--- config.mk ---
export PLATFORM = sky130hd
export DESIGN_NAME = acc_seq
export DESIGN_NICKNAME = d
export VERILOG_FILES = /design/src/rtl/acc_seq.sv
export SDC_FILE = /design/constraint.sdc
export NUM_CORES = 1
export LEC_CHECK = 0
export CORE_ASPECT_RATIO = 0.9
export CORE_MARGIN = 2
export CORE_UTILIZATION = 53
export CTS_BUF_LIST = sky130_fd_sc_hd__clkbuf_4
export CTS_CLUSTER_SIZE = 14
export DETAILED_ROUTE_END_ITERATION = 10
export MAX_ROUTING_LAYER = met4
export PLACE_DENSITY = 0.88
export SLEW_MARGIN = 20
export SYNTH_ARGS = -nofsm -noshare
export SYNTH_HDL_FRONTEND = slang
export SYNTH_SLANG_ARGS = --single-unit
--- constraint.sdc ---
create_clock -name clk -period 3.45 [get_ports clk]
set_input_delay 0.345 -clock clk [delete_from_list [all_inputs] [get_ports clk]]
set_output_delay 0.345 -clock clk [all_outputs]
set_load 0.005 [all_outputs]
--- src/rtl/acc_seq.sv ---
// acc_seq: sequenced WIDTH-bit accumulator with single-cycle LOAD/ADD/INC/DEC/CLRF and multi-cycle RADD (acc + a*b by b adds).
// Latency: single-cycle ops update acc/ovf at the accepting edge and pulse done for one cycle; RADD takes b cycles (b=0 -> done next cycle).
// Backpressure: ready is low while a RADD runs; start during RUN is ignored (not queued).
//
// Ports: clk, nrst (sync active-low), start/op/a/b command inputs,
//        acc (registered value), ready (idle), done (result pulse), ovf (sticky flag).
// Optional build macro: ACC_SAT_EN -> saturating arithmetic (clamp to max on carry, to 0 on borrow).
module acc_seq #(
  parameter int WIDTH = 4
) (
  input  logic             clk,
  input  logic             nrst,
  input  logic             start,
  input  logic [2:0]       op,
  input  logic [WIDTH-1:0] a,
  input  logic [WIDTH-1:0] b,
  output logic [WIDTH-1:0] acc,
  output logic             ready,
  output logic             done,
  output logic             ovf
);

  localparam logic [0:0] IDLE = 1'b0;
  localparam logic [0:0] RUN  = 1'b1;

  localparam logic [2:0] OP_NOP  = 3'd0;
  localparam logic [2:0] OP_LOAD = 3'd1;
  localparam logic [2:0] OP_ADD  = 3'd2;
  localparam logic [2:0] OP_INC  = 3'd3;
  localparam logic [2:0] OP_DEC  = 3'd4;
  localparam logic [2:0] OP_RADD = 3'd5;
  localparam logic [2:0] OP_CLRF = 3'd6;

  logic [0:0]       state;
  logic [WIDTH-1:0] count;
  logic [WIDTH-1:0] a_q;

  logic [WIDTH-1:0] addend;
  logic [WIDTH:0]   sum;
  logic [WIDTH:0]   diff;
  logic [WIDTH-1:0] add_res;
  logic [WIDTH-1:0] sub_res;

  assign ready = (state == IDLE);

  // One shared adder: in RUN it adds the latched operand, in IDLE it
  // serves ADD (a) and INC (constant 1). The extra MSB is carry/borrow.
  always_comb begin
    addend  = (state == RUN) ? a_q : ((op == OP_INC) ? WIDTH'(1) : a);
    sum     = {1'b0, acc} + {1'b0, addend};
    diff    = {1'b0, acc} - {1'b0, WIDTH'(1)};
    add_res = sum[WIDTH-1:0];
    sub_res = diff[WIDTH-1:0];
`ifdef ACC_SAT_EN
    // Once clamped at max, further RADD steps carry again and stay clamped.
    if (sum[WIDTH])  add_res = '1;
    if (diff[WIDTH]) sub_res = '0;
`endif
  end

  always_ff @(posedge clk) begin
    if (!nrst) begin
      state <= IDLE;
      acc   <= '0;
      ovf   <= 1'b0;
      done  <= 1'b0;
      count <= '0;
      a_q   <= '0;
    end else begin
      done <= 1'b0;
      case (state)
        IDLE: begin
          if (start) begin
            case (op)
              OP_LOAD: begin
                acc  <= a;
                done <= 1'b1;
              end
              OP_ADD, OP_INC: begin
                acc  <= add_res;
                if (sum[WIDTH]) ovf <= 1'b1;
                done <= 1'b1;
              end
              OP_DEC: begin
                acc  <= sub_res;
                if (diff[WIDTH]) ovf <= 1'b1;
                done <= 1'b1;
              end
              OP_RADD: begin
                if (b == '0) begin
                  done <= 1'b1;
                end else begin
                  a_q   <= a;
                  count <= b;
                  state <= RUN;
                end
              end
              OP_CLRF: begin
                ovf  <= 1'b0;
                done <= 1'b1;
              end
              default: ; // NOP and reserved code: nothing changes
            endcase
          end
        end
        RUN: begin
          acc   <= add_res;
          if (sum[WIDTH]) ovf <= 1'b1;
          count <= count - WIDTH'(1);
          // count==1 means this edge performs the b-th and final addition.
          if (count == WIDTH'(1)) begin
            state <= IDLE;
            done  <= 1'b1;
          end
        end
        default: state <= IDLE;
      endcase
    end
  end

endmodule

# == Yosys cells after proc, flatten, opt, wreduce, memory -nomap -nowiden ==
# Index checks and enable logic that the tools add are counted.
# classes
add_sub_neg,3
n_eq_ne,13
mux,24
bitwise_logic,2
n_reduce_logical,7
# ops
operator,count
$mux W4,6
$pmux W4 S2,2
$pmux W4 S3,1
$mux W1,10
$eq A3 B3 Y1 const B,3
$ne A4 B1 Y1 const B,2
$pmux W1 S2,4
$eq A3 B2 Y1 const B,2
$reduce_and A3 Y1,2
$add A4 B4 Y5,1
$reduce_or A5 Y1,1
$sub A4 B1 Y5 const B,1
$eq A4 B1 Y1 const B,1
$logic_not A4 Y1,1
$ne A2 B2 Y1 const B,2
$reduce_and A4 Y1,1
$sub A4 B1 Y4 const B,1
$eq A3 B1 Y1 const B,1
$ne A3 B3 Y1 const B,1
$pmux W1 S3,1
$ne A2 B1 Y1 const B,1
$not A1 Y1,2
$reduce_and A2 Y1,1
$reduce_or A2 Y1,1
# word_totals
register_bits,15
in_bits,14
output_inout_bits,7
elab_cells,55

# == Depth between registers and ports, before layout ==
# depth
ltp_word,8
mapped_depth,12
depth_no_buf,10

# == Worst setup path after synthesis ==
# Ideal clock, no wire load.
# synth_path
path_kind,flip-flop to flip-flop
from,register state
to,register ovf
setup_time_ps,58
arrival_ps,2135
t_required_ps,3392
setup_slack_ps,1257
path_stages_with_launch,13
path_buffers,3
synth_period_minus_slack_ps,2193
cell_sequence,dfxtp_1 > buf_2 > buf_2 > clkbuf_1 > nor2_1 > a2bb2oi_1 > ha_1 > inv_1 > fa_1 > nor2b_1 > o21ai_0 > a32oi_1 > o211a_1
# synth_via
elab_chain_len,6
word_cells_on_any_way,11
classes_between,add/sub: 1; eq/ne: 3; mux: 5; bitwise: 1; reduce/logical: 1
# synth_lines
element,line_no,source
start: declaration,34,logic [0:0] state;
start signal: assignment,63,state <= IDLE;
start signal: assignment,95,state <= RUN;
start signal: assignment,112,state <= IDLE;
$mux W4,49,addend = (state == RUN) ? a_q : ((op == OP_INC) ? WIDTH'(1) : a);
$add A4 B4 Y5,50,"sum = {1'b0, acc} + {1'b0, addend};"
$mux W1,-,
$pmux W1 S3,-,
$mux W1,-,
$pmux W1 S2,71,case (state)
end signal: assignment,65,ovf <= 1'b0;
end signal: assignment,81,if (sum[WIDTH]) ovf <= 1'b1;
end signal: assignment,86,if (diff[WIDTH]) ovf <= 1'b1;
end: declaration,20,output logic ovf
# Parallel ways exist; a longest one is shown, timed or not. The select of a mux whose other input is x is not followed.
# A chain may end at the register's enable or synchronous reset.

# == Worst setup path in the final report ==
# layout_path
from,input port op[1]
to,register ovf
# layout_via
elab_chain_len,8
word_cells_on_any_way,15
classes_between,add/sub: 1; eq/ne: 6; mux: 6; reduce/logical: 2
# layout_lines
element,line_no,source
start: declaration,14,"input logic [2:0] op,"
$eq A3 B2 Y1,"49, 74",
$mux W4 (2 in a row),49,
$add A4 B4 Y5,50,
$mux W1,-,
$pmux W1 S3,74,case (op)
$mux W1,73,if (start) begin
$pmux W1 S2,71,
# Parallel ways exist; a longest one is shown, timed or not. The select of a mux whose other input is x is not followed.

==> results.py <==
metrics = {
    "place": {
        "hpwl_um": 2100,
        "place_ws_ns": 0.560,
        "port_buffers": 20,
        "dp.cells": 183,
        "place.gp.congestion": 0.876,
        "placedInstanceArea_sq_mm": 0.00138,
    },
    "worst_hold_path": {
        "hp-class": "flop to flop",
    },
    "yosys": {
        "synth.avg_cell_area_sq_um": 8.23,
        "syn_area_sq_mm": 0.00116,
        "synth-edff-count": 0,
        "synth_cells": 141,
        "synth-main-ff-cell": "dfxtp_1",
        "ys_seq_elements": 15,
        "ys_seq_area_share_pct": 25.9,
        "yosysWarningCount": 0,
        "syn-num-nets": 163,
        "synthArstFlopShare_pct": 0,
        "synth.distinct_cells": 44,
    },
    "timing": {
        "hold_viol_final": 0,
        "grt_setup_unrepaired": "false",
        "final_max_slew_viol_count": 0,
        "clock_skew_ns": 0.00446,
        "relSlewSlack_pct": 43.6,
        "setup_tns_ns": 0,
        "setup_slack_ns": 0.800,
        "holdWs_ns": 0.531,
        "setup_viol": 0,
        "tightest_slew_ns": 0.845,
        "period_needed_ns": 2.65,
        "fin_crit_sh_pct": 76.8,
        "clock.fmax_mhz": 377,
    },
    "floorplan": {
        "io_pins": 21,
        "rows": 16,
        "fp.dieW_um": 53.3,
        "die_y_um": 48.4,
        "start_util_pct": 54.7,
        "dieArea_sq_mm": 0.00258,
        "fp.coreArea_sq_mm": 0.00212,
    },
    "setup_path": {
        "reg2reg_slack_ns": 0.91,
        "cp.arrival_ns": 2.89,
        "crit_type": "primary input to flop",
        "startpoint_type": "primary input",
        "path_max_fanout": 11,
        "cp-startpoint": "op[1]",
        "slowest_stage": "clkdlybuf4s50_1",
        "r2r_start": "state",
        "worstPathCellList": "clkdlybuf4s50_1, and2b_1, nand2_1, a2bb2oi_1, ha_1, inv_1, fa_1, nor2b_1, o21ai_0, a32oi_1, o211a_1",
        "reg2reg_depth": 9,
        "crit_required_ns": 3.69,
        "worstSetupPathDepth": 11,
        "critPathBufInv": 2,
        "crit_end": "ovf",
        "r2r_end": "ovf",
        "worstSetupEndpointType": "flop",
        "max_stage_delay_ns": 0.72,
        "cpLargestDelayFamily": "buffers and inverters",
    },
    "power": {
        "p_sw_mw": 0.140,
        "powerDensity_mw_per_mm2": 310,
        "p_seq_share_pct": 45.3,
        "p_leak_nw": 0.531,
        "power_mw": 0.435,
        "p_sw_share_pct": 32.1,
        "p_int_mw": 0.295,
        "vdd_drop_max_uv": 233,
        "combPwrFrac_pct": 30.7,
        "clkPwrFrac_pct": 24.0,
    },
    "clock_network": {
        "cts_hold_buffers": 0,
        "root_buffer": "clkbuf_4",
        "cts_sinks": 15,
        "clkLatencyLatePin_ns": 0.29,
        "postCtsResizedCells": 0,
        "cts.htree.levels": 1,
        "numCtsBuffers": 3,
        "clk_pin_slew_worst_paths_ns": 0.10,
        "cts_tree": "done",
        "cts_setup_buffers": 0,
        "clock_path_buffers": 2,
    },
    "grt": {
        "antenna_found_initial": 0,
        "grt_max_degree": 26,
        "grt_use_total_pct": 25.0,
        "grt_pass1_wl_um": 4800,
        "first_global_vias": 1077,
        "grt-ovfl-total": 0,
    },
    "layout": {
        "utilization_pct": 66.1,
        "drive_above_1_share_pct": 6.25,
        "num_antenna_cells": 0,
        "mostFrequentLayoutCells": "clkdlybuf4s50_1, nand2_1, dfxtp_1",
        "n_fill_cell": 184,
        "syn_to_final_growth_pct": 20.8,
        "finalNonFillerCells": 187,
        "fin_area_sq_mm": 0.00140,
        "mostFrequentLayoutCell": "clkdlybuf4s50_1",
        "num-nets-final": 183,
    },
    "route": {
        "first_iter_violations": 27,
        "vias": 1119,
        "firstDrtPassIters": 5,
        "post_drt_wl_per_cell_um": 15.0,
        "wirelength_um": 2800,
        "drc": 0,
        "ant_nets": 0,
        "vias_per_cell": 5.98,
    },
    "run_status": {
        "status": "completed",
    },
    "job": {
        "maxCapViolations": 0,
    },
}
-- power groups by stage --
stage	sequential [mW]	clock [mW]	combinational, mW
after floorplan	0.196	0	0.0840
after global placement	0.200	0	0.127
after detailed placement	0.201	0	0.131
after CTS	0.197	0.105	0.133
after global routing	0.199	0.119	0.148
final	0.197	0.104	0.134
-- worst min-delay path by stage --
stage,start,endpoint,cells past startpoint
2_1_floorplan,nrst,state,1
5_1_grt,a_q[3],a_q[3],2
6_report,a_q[3],a_q[3],2
3_5_place_dp,a_q[3],a_q[3],2
4_1_cts,a_q[3],a_q[3],2
3_3_place_gp,a_q[3],a_q[3],2
-- synth_stat cells, types with 3 or more instances --
| library cell | n | share of area [%] |
|---|---|---|
| ha_1 | 7 | 7.5 |
| nor2_1 | 6 | 1.9 |
| inv_1 | 8 | 2.6 |
| o21ai_0 | 9 | 3.9 |
| nor2b_1 | 11 | 5.9 |
| o21ai_1 | 4 | 1.7 |
| o21a_1 | 3 | 1.9 |
| nor3b_1 | 3 | 1.9 |
| mux2i_1 | 6 | 5.2 |
| a21oi_1 | 7 | 3.0 |
| dfxtp_1 | 15 | 26 |
| nand2_1 | 16 | 5.2 |
| buf_2 | 4 | 1.7 |
| a31oi_1 | 3 | 1.6 |
-- flip-flops by register name, indices dropped and copies added (netlist names) --
signal / cells
done: 1
a_q: 4
count: 4
ovf: 1
acc: 4
state: 1
-- layout make-up --
cell class              instances  area [sq um]  area share, %
multi-input cells             111           796           56.7
flip-flops and latches         15           300           21.4
repair buffers                 22           215           15.3
well taps                      27          33.8           2.41
inverters                       8          30.0           2.14
clock buffers                   3          22.5           1.61
clock inverters                 1          5.00          0.357
-- tightest hold or removal path, delay by kind of cell, from the launching register on --
family	cells	cell delay (ns)
simple gates	1	0.10
mux	1	0.07
flops	1	0.34
-- logic make-up after synthesis --
group                    share of synthesized area [%]
AO/OA/AOI/OAI                                     23.4
XOR/XNOR                                          3.02
adder cells (fa/ha/maj)                           9.27
buffers and inverters                             5.60
flip-flops                                        25.9
multiplexers                                      5.17
AND/OR/NAND/NOR                                   27.7
-- metal layers --
layer	share of wire, %	track usage [%]
met3	7.0	2.78
met2	48	39.3
met4	0.50	6.41
met5	0	-
met1	44	33.9
Note: power is estimated with default switching activity, not from simulation.
